## src/rtl/wolf_pkg.sv

```systemverilog
// Shared types and constants for the player movement logic.
// Direction/state encodings plus saturating position helpers.
package wolf_pkg;

  typedef enum logic [1:0] {
    DIR_NONE = 2'd0,
    DIR_POS  = 2'd1,
    DIR_NEG  = 2'd2
  } dir_t;

  typedef enum logic [2:0] {
    S_IDLE,
    S_SAMPLE,
    S_REQ,
    S_WAIT,
    S_APPLY
  } state_t;

  localparam int X_RESET_DEF = 310;
  localparam int Y_RESET_DEF = 220;
  localparam int X_MAX_DEF   = 620;
  localparam int Y_MAX_DEF   = 460;

  // Opposing buttons cancel out to no motion on that axis.
  function automatic dir_t axis_dir(
    input logic pos,
    input logic neg
  );
    dir_t d;
    d = DIR_NONE;
    if (pos && !neg) d = DIR_POS;
    if (neg && !pos) d = DIR_NEG;
    return d;
  endfunction

  // 11-bit saturating step, clamped to [0, max].
  function automatic logic [9:0] step_pos(
    input logic [9:0] p,
    input dir_t       d,
    input int         step,
    input int         max
  );
    logic [10:0] w;
    logic [10:0] s;
    logic [10:0] m;
    w = {1'b0, p};
    s = 11'(step);
    m = 11'(max);
    unique case (d)
      DIR_POS: w = (w + s > m) ? m : w + s;
      DIR_NEG: w = (w < s) ? 11'd0 : w - s;
      default: w = w;
    endcase
    return w[9:0];
  endfunction

endpackage

```

## src/rtl/frame_tick_gen.sv

```systemverilog
// vsync falling-edge detector plus frame divider.
// tick fires on the edge that wraps the divider to zero.
module frame_tick_gen #(
  parameter int TICK_DIV = 1
) (
  input  logic clk,
  input  logic rst,
  input  logic vsync,
  output logic tick
);

  localparam logic [3:0] DIV_M1 = 4'(TICK_DIV - 1);

  logic       vs_q;
  logic [3:0] cnt;
  logic       fe;
  logic       wrap;

  assign fe   = vs_q & ~vsync;
  assign wrap = (cnt == DIV_M1);
  assign tick = fe & wrap;

  // Delayed vsync copy and edge counter.
  always_ff @(posedge clk) begin
    if (!rst) begin
      vs_q <= 1'b1;
      cnt  <= 4'd0;
    end else begin
      vs_q <= vsync;
      if (fe) cnt <= wrap ? 4'd0 : cnt + 4'd1;
    end
  end

endmodule

```

## src/rtl/player_move_ctrl.sv

```systemverilog
// Player position controller: samples buttons once per tick,
// asks the limiter whether the move is legal, then applies it.
module player_move_ctrl
  import wolf_pkg::*;
#(
  parameter int X_RESET     = X_RESET_DEF,
  parameter int Y_RESET     = Y_RESET_DEF,
  parameter int X_MAX       = X_MAX_DEF,
  parameter int Y_MAX       = Y_MAX_DEF,
  parameter int STEP        = 1,
  parameter int TICK_DIV    = 1,
  parameter int LIM_TIMEOUT = 1023
) (
  input  logic       clk,
  input  logic       rst,
  input  logic       vsync,
  input  logic       left,
  input  logic       right,
  input  logic       up,
  input  logic       down,
  output logic       lim_start,
  input  logic       lim_done,
  input  logic       lim_valid,
  output logic [1:0] lim_l_r,
  output logic [1:0] lim_u_d,
  output logic [9:0] x,
  output logic [9:0] y,
  output logic       busy,
  output logic       timeout_err
);

  localparam int WW = $clog2(LIM_TIMEOUT + 1);
  localparam logic [WW-1:0] TO_M1 = WW'(LIM_TIMEOUT - 1);

  state_t        state;
  state_t        state_nxt;
  logic          tick;
  dir_t          lr_q;
  dir_t          ud_q;
  dir_t          lr_in;
  dir_t          ud_in;
  logic          valid_q;
  logic [WW-1:0] wait_cnt;

  logic do_sample;
  logic do_req;
  logic do_done;
  logic do_abort;
  logic do_apply;
  logic wait_inc;

  frame_tick_gen #(
    .TICK_DIV(TICK_DIV)
  ) u_tick (
    .clk  (clk),
    .rst  (rst),
    .vsync(vsync),
    .tick (tick)
  );

  assign lr_in   = axis_dir(right, left);
  assign ud_in   = axis_dir(down, up);
  assign lim_l_r = lr_q;
  assign lim_u_d = ud_q;
  assign busy    = (state != S_IDLE);

  // State register.
  always_ff @(posedge clk) begin
    if (!rst) state <= S_IDLE;
    else      state <= state_nxt;
  end

  // Next-state and per-state strobes; done beats timeout.
  always_comb begin
    state_nxt = state;
    do_sample = 1'b0;
    do_req    = 1'b0;
    do_done   = 1'b0;
    do_abort  = 1'b0;
    do_apply  = 1'b0;
    wait_inc  = 1'b0;
    unique case (state)
      S_IDLE: begin
        if (tick) state_nxt = S_SAMPLE;
      end
      S_SAMPLE: begin
        do_sample = 1'b1;
        if (lr_in == DIR_NONE && ud_in == DIR_NONE)
          state_nxt = S_IDLE;
        else
          state_nxt = S_REQ;
      end
      S_REQ: begin
        do_req    = 1'b1;
        state_nxt = S_WAIT;
      end
      S_WAIT: begin
        if (lim_done) begin
          do_done   = 1'b1;
          state_nxt = S_APPLY;
        end else if (wait_cnt == TO_M1) begin
          do_abort  = 1'b1;
          state_nxt = S_IDLE;
        end else begin
          wait_inc  = 1'b1;
        end
      end
      S_APPLY: begin
        do_apply  = 1'b1;
        state_nxt = S_IDLE;
      end
      default: state_nxt = S_IDLE;
    endcase
  end

  // Datapath: directions, handshake, watchdog and position.
  always_ff @(posedge clk) begin
    if (!rst) begin
      lr_q        <= DIR_NONE;
      ud_q        <= DIR_NONE;
      lim_start   <= 1'b0;
      valid_q     <= 1'b0;
      wait_cnt    <= '0;
      timeout_err <= 1'b0;
      x           <= 10'(X_RESET);
      y           <= 10'(Y_RESET);
    end else begin
      if (do_sample) begin
        lr_q <= lr_in;
        ud_q <= ud_in;
      end
      if (do_req) begin
        lim_start <= 1'b1;
        wait_cnt  <= '0;
      end
      if (wait_inc) wait_cnt <= wait_cnt + 1'b1;
      if (do_done) begin
        lim_start <= 1'b0;
        valid_q   <= lim_valid;
      end
      if (do_abort) begin
        lim_start   <= 1'b0;
        timeout_err <= 1'b1;
      end
      if (do_apply && valid_q) begin
        x <= step_pos(x, lr_q, STEP, X_MAX);
        y <= step_pos(y, ud_q, STEP, Y_MAX);
      end
    end
  end

endmodule
```

## config.mk

```make
export PLATFORM = sky130hd
export DESIGN_NAME = player_move_ctrl
export DESIGN_NICKNAME = d
export VERILOG_FILES = /design/src/rtl/wolf_pkg.sv /design/src/rtl/frame_tick_gen.sv /design/src/rtl/player_move_ctrl.sv
export SDC_FILE = /design/constraint.sdc
export NUM_CORES = 1
export LEC_CHECK = 0
export CAP_MARGIN = 20
export CORE_ASPECT_RATIO = 1.4
export CORE_MARGIN = 2
export CORE_UTILIZATION = 55
export DETAILED_ROUTE_END_ITERATION = 8
export HOLD_SLACK_MARGIN = 0.06
export PLACE_DENSITY = 0.78
export SKIP_CTS_REPAIR_TIMING = 1
export SLEW_MARGIN = 20
export SYNTH_ARGS = -nofsm -noshare
export SYNTH_HDL_FRONTEND = slang
export SYNTH_SLANG_ARGS = --single-unit
```

## constraint.sdc

```tcl
create_clock -name clk -period 3.4 [get_ports clk]
set_clock_uncertainty 0.05 [all_clocks]
set_input_delay 0.51 -clock clk [delete_from_list [all_inputs] [get_ports clk]]
set_output_delay 0.51 -clock clk [all_outputs]
set_load 0.02 [all_outputs]
```

Word-level counts from Yosys, hierarchy flattened
Cells that the tools add are included.
{ "op_classes": {"n_eq_ne": 11, "n_addsub": 6, "n_bitwise": 4, "n_mux": 29, "n_lt_le_gt_ge": 4, "n_reduce_logical": 22} }
{ "ops": {"columns": ["cell", "count"], "rows": [
  ["2-to-1 mux 10 bit", 6],
  ["one-hot mux 10 bit (2 select lines)", 2],
  ["adder 10 x 1 -> 11 bit (second input constant)", 2],
  ["less-than comparator 10 x 1 -> 1 bit (second input constant)", 2],
  ["subtractor 10 x 1 -> 10 bit (second input constant)", 2],
  ["2-to-1 mux 1 bit", 13],
  ["one-hot mux 3 bit (4 select lines)", 1],
  ["> comparator 11 x 10 -> 1 bit (second input constant)", 1],
  ["> comparator 11 x 9 -> 1 bit (second input constant)", 1],
  ["adder 10 x 1 -> 10 bit (second input constant)", 1],
  ["equality test 10 bit (second input constant)", 1],
  ["2-to-1 mux 3 bit", 3],
  ["equality test 3 x 2 -> 1 bit (second input constant)", 2],
  ["logical AND 1 bit", 6],
  ["2-to-1 mux 2 bit", 3],
  ["AND reduction 2 bit", 3],
  ["nonzero test 2 bit", 3],
  ["adder 4 x 1 -> 4 bit (second input constant)", 1],
  ["equality test 2 x 1 -> 1 bit (second input constant)", 2],
  ["equality test 2 bit (second input constant)", 2],
  ["logical NOT 1 bit", 4],
  ["logical NOT 2 bit", 2],
  ["logical NOT 4 bit", 1],
  ["2-to-1 mux 4 bit", 1],
  ["other kinds (9)", 11]
]} }
{ "totals": {"output_inout_bits": 27, "register_bits": 45, "elab_cells": 87, "in_bits": 9} }

Longest topological paths before layout
{ "depth": {"word_depth": 8, "ltp_mapped": 10, "mapped_depth_nobuf": 8} }

Cells and area by module
Synthesis repeated with hierarchy kept, for this count alone.
{ "hier_totals": {"cells_unflattened": 418, "area_unflattened_um2": 3160.5} }
{ "by_module_without_submodules": {"columns": ["mod", "cells_each", "area_each_um2", "n_inst"], "rows": [
  ["player_move_ctrl", 390, 2894.0, 1],
  ["frame_tick_gen", 28, 266.5, 1]
]} }

Worst setup path after synthesis
No wires, ideal clock.
{ "synth_timing": {"kind": "reg-to-reg", "startpoint": "register y[1]", "endpoint": "register y[3]", "n_path_buf": 1, "setup_slack_ns": 1.045, "setup_time_ns": 0.117, "stages_incl_launch_ff": 10, "t_required_ns": 3.233, "t_arrival_ns": 2.188, "cell_sequence": "dfxtp_1 clkbuf_1 inv_1 ha_1 or3b_1 o31ai_4 o2bb2ai_2 a22oi_2 nand3_1 a22o_1"} }
{ "synth_between": {"elab_chain_cells": 4, "elab_cells_between_ends": 7} }
{ "synth_lines": {"columns": ["item", "line_no", "rtl"], "rows": [
  ["start: declaration", "player_move_ctrl.sv:27", "output logic [9:0] y,"],
  ["start signal: assignment", "player_move_ctrl.sv:126", "y <= 10'(Y_RESET);"],
  ["start signal: assignment", "player_move_ctrl.sv:147", "y <= step_pos(y, ud_q, STEP, Y_MAX);"],
  ["adder 10 x 1 -> 11 bit", "wolf_pkg.sv:50", "DIR_POS: w = (w + s > m) ? m : w + s;"],
  ["> comparator 11 x 9 -> 1 bit", "wolf_pkg.sv:50", null],
  ["2-to-1 mux 10 bit", "wolf_pkg.sv:50", null],
  ["one-hot mux 10 bit (2 select lines) (*)", "wolf_pkg.sv:49", "unique case (d)"]
]} }
Every way passes the cells marked *; elsewhere a longest branch is shown, timed or not.
A chain may end at the register's enable or synchronous reset.

Worst setup path in the final report
{ "layout_timing": {"startpoint": "register x[1]", "endpoint": "register x[4]"} }
{ "layout_between": {"elab_chain_cells": 4, "elab_cells_between_ends": 7} }
{ "layout_lines": {"columns": ["item", "line_no", "rtl"], "rows": [
  ["start: declaration", "player_move_ctrl.sv:26", "output logic [9:0] x,"],
  ["start signal: assignment", "player_move_ctrl.sv:125", "x <= 10'(X_RESET);"],
  ["start signal: assignment", "player_move_ctrl.sv:146", "x <= step_pos(x, lr_q, STEP, X_MAX);"],
  ["adder 10 x 1 -> 11 bit", "wolf_pkg.sv:50", null],
  ["> comparator 11 x 10 -> 1 bit", "wolf_pkg.sv:50", null],
  ["2-to-1 mux 10 bit", "wolf_pkg.sv:50", null],
  ["one-hot mux 10 bit (2 select lines) (*)", "wolf_pkg.sv:49", null]
]} }
Marked as above.

==> flow_summary.toml <==
[power_and_ir_drop]
p_int_mw = 0.798
power_mw = 1.05
pwr-share-clk = 0.383
p_sw_mw = 0.254
switching_share = 0.242
power.density_mw_per_mm2 = 286
p_leak_nw = 1.24
pwr-share-comb = 0.098
ir_drop_mv = 0.396
seqPwrFrac = 0.520

[synth]
yosys.area.top_type = "dfxtp_1"
synth.distinct_cells = 75
syn_area_sq_mm = 0.00325
synth_flop_cell = "dfxtp_1"
syn_nets = 447
syn_area_per_cell_sq_um = 7.66
async_flop_share = 0
synth-edff-count = 0
ys_seq_elements = 45
yosysWarnings = 0
synth_top_area_frac = 0.277
synthTopCellsByArea = "dfxtp_1 28%, ha_1 5.4%, a21oi_1 4.8%"
syn-instance-count = 424
synth.yosys.seq_area_share = 0.277

[clock_tree]
clk_latency_ns = 0.30
cts_buffers = 5
cts.sinks = 45
clk_path_buf_depth = 2
cts_max_level = 2
cts_root_buf = "clkbuf_8"
cts_tree = "yes"
clk_pin_slew_ns = 0.09

[global_routing]
grt_overflow = 0
antenna_found_initial = 0
met2_usage = 0.455
met3_usage = 0.0369
grt_pass1_wl_microns = 13200
grt_pass1_vias = 2991
track_usage = 0.259
use_met1 = 0.302
grt_start_max_net_pins = 31
grt.busiest_layer = "met2"

[timing]
max_freq_ghz = 0.395
hold_viol = 0
worst_pin_slew_ns = 0.974
setup_viol = 0
finalCriticalPeriod_ns = 2.53
rsz0062_at_grt = "false"
worst_hold_slack_ns = 0.440
post-route-period-util = 0.744
fin_setup_tns_ns = 0
slew_headroom = 0.350
setup_ws_ns = 0.871
maxSlewViolCount = 0

[place]
dp_cells = 500
place_ws_ns = 0.918
place_congestion = 0.973
dp_hpwl_microns = 5850
port_buffers = 35
placed_area_sq_mm = 0.00357

[cells_and_area]
layout-drive-gt1-share = 0.0662
syn_to_final_growth_pct = 13.3
nets = 460
layout_common_cells = "45 x dfxtp_1, 41 x nor2_1, 35 x clkdlybuf4s50_1"
fillers = 514
final_cell_area_sq_mm = 0.00368
fin_cells = 508
final_common_cell = "dfxtp_1"
fin_util = 0.637
diodes = 0

[floorplan]
start_util = 0.562
placementRows = 33
die_area_sq_mm = 0.00655
core_sq_mm = 0.00578
pin_count = 36
die_w_microns = 69.0
die_h_microns = 94.9

[worst_setup_path]
crit_slowest_cell = "or3b_1"
cp_num_buf_inv = 1
crit_arrival_ns = 2.66
critPathCaptureType = "register"
crit_fanout = 9
critPathRequiredTime_ns = 3.53
startpoint_type = "register"
crit_type = "register to register"
slowest_delay_ns = 0.53
cpMostUsedCell = "nor2_1"
cp_cell_sequence = "inv_1 -> ha_1 -> or3b_1 -> o31ai_4 -> nor2_1 -> a31oi_1 -> nor2_1 -> o32a_1"
crit_family = "compound AO/OA/AOI/OAI gates"

[routing]
drc_errors = 0
routed_wl_microns = 8160
vias = 3287
drtIter0Drc = 369
viasPerCell = 6.47
avgRoutedWirePerCell_microns = 16.1
antenna_left = 0
dr.pass1.iters = 5

[job]
drv_cap = 0

[min_path]
worstHoldPathType = "register to register"

[outcome]
outcome = "finished, final reports clean"
-- worst min-delay path: cells and delay by family (launching register included) --
kind               cells  cell delay [ns]
DFF                    1             0.34
AOI/OAI and AO/OA      1             0.05
and+or+nand+nor        1             0.07
-- sequential cells by signal, indices dropped and copies added (netlist names) --
name and count:
state 3, lim_l_r 2, u_tick.vs_q 1, lim_start 1
u_tick.cnt 4, timeout_err 1, y 10, valid_q 1
lim_u_d 2, x 10, wait_cnt 10
-- power groups by stage --
stage	clock network (mW)	logic, mW	registers (mW)
final	0.403	0.103	0.547
after global routing	0.433	0.112	0.548
after CTS	0.413	0.103	0.547
after detailed placement	0	0.101	0.559
after global placement	0	0.0981	0.558
after floorplan	0	0.0645	0.558
-- cell usage after synthesis, drive strengths merged (6+ instances only) --
cell type / instances
dfxtp: 45
nor2: 41
a21oi: 33
nand2: 32
o21ai: 27
clkbuf: 23
inv: 20
nand3: 17
ha: 14
a31oi: 11
nor3: 11
nand4: 10
buf: 9
o31ai: 7
or3: 7
nor4: 6
-- routing by layer --
metal | vias up | share of wire
met5 | - | 0
met4 | 0 | 0.030
met3 | 26 | 0.043
met2 | 118 | 0.52
met1 | 1539 | 0.41
li1 | 1604 | -
-- final timing paths --
check              startpoint  slack (ns)  depth (start not counted)          end
setup / recovery         x[1]        0.87                          8         x[4]
hold / removal    timeout_err        0.44                          2  timeout_err
setup reg to reg         x[1]        0.87                          8         x[4]
hold reg to reg   timeout_err        0.44                          2  timeout_err
-- layout make-up --
cell class,count,area [sq um],area share
Clock inverter,2,38.8,0.0105
Multi-Input combinational cell,327,2130,0.580
Sequential cell,45,901,0.245
Clock buffer,6,72.6,0.0197
Tap cell,70,87.6,0.0238
Timing Repair Buffer,38,373,0.101
Inverter,20,75.1,0.0204
-- cell families after synthesis --
logic type	after synthesis	share of synthesized area
AOI/OAI and AO/OA	128	0.274
xor gates and xnor gates	9	0.0243
adders and majority gates	14	0.0539
buffers and inverters	52	0.0662
DFF	45	0.277
muxes	4	0.0127
and+or+nand+nor	172	0.292
Power figures use the tool's default switching activity.
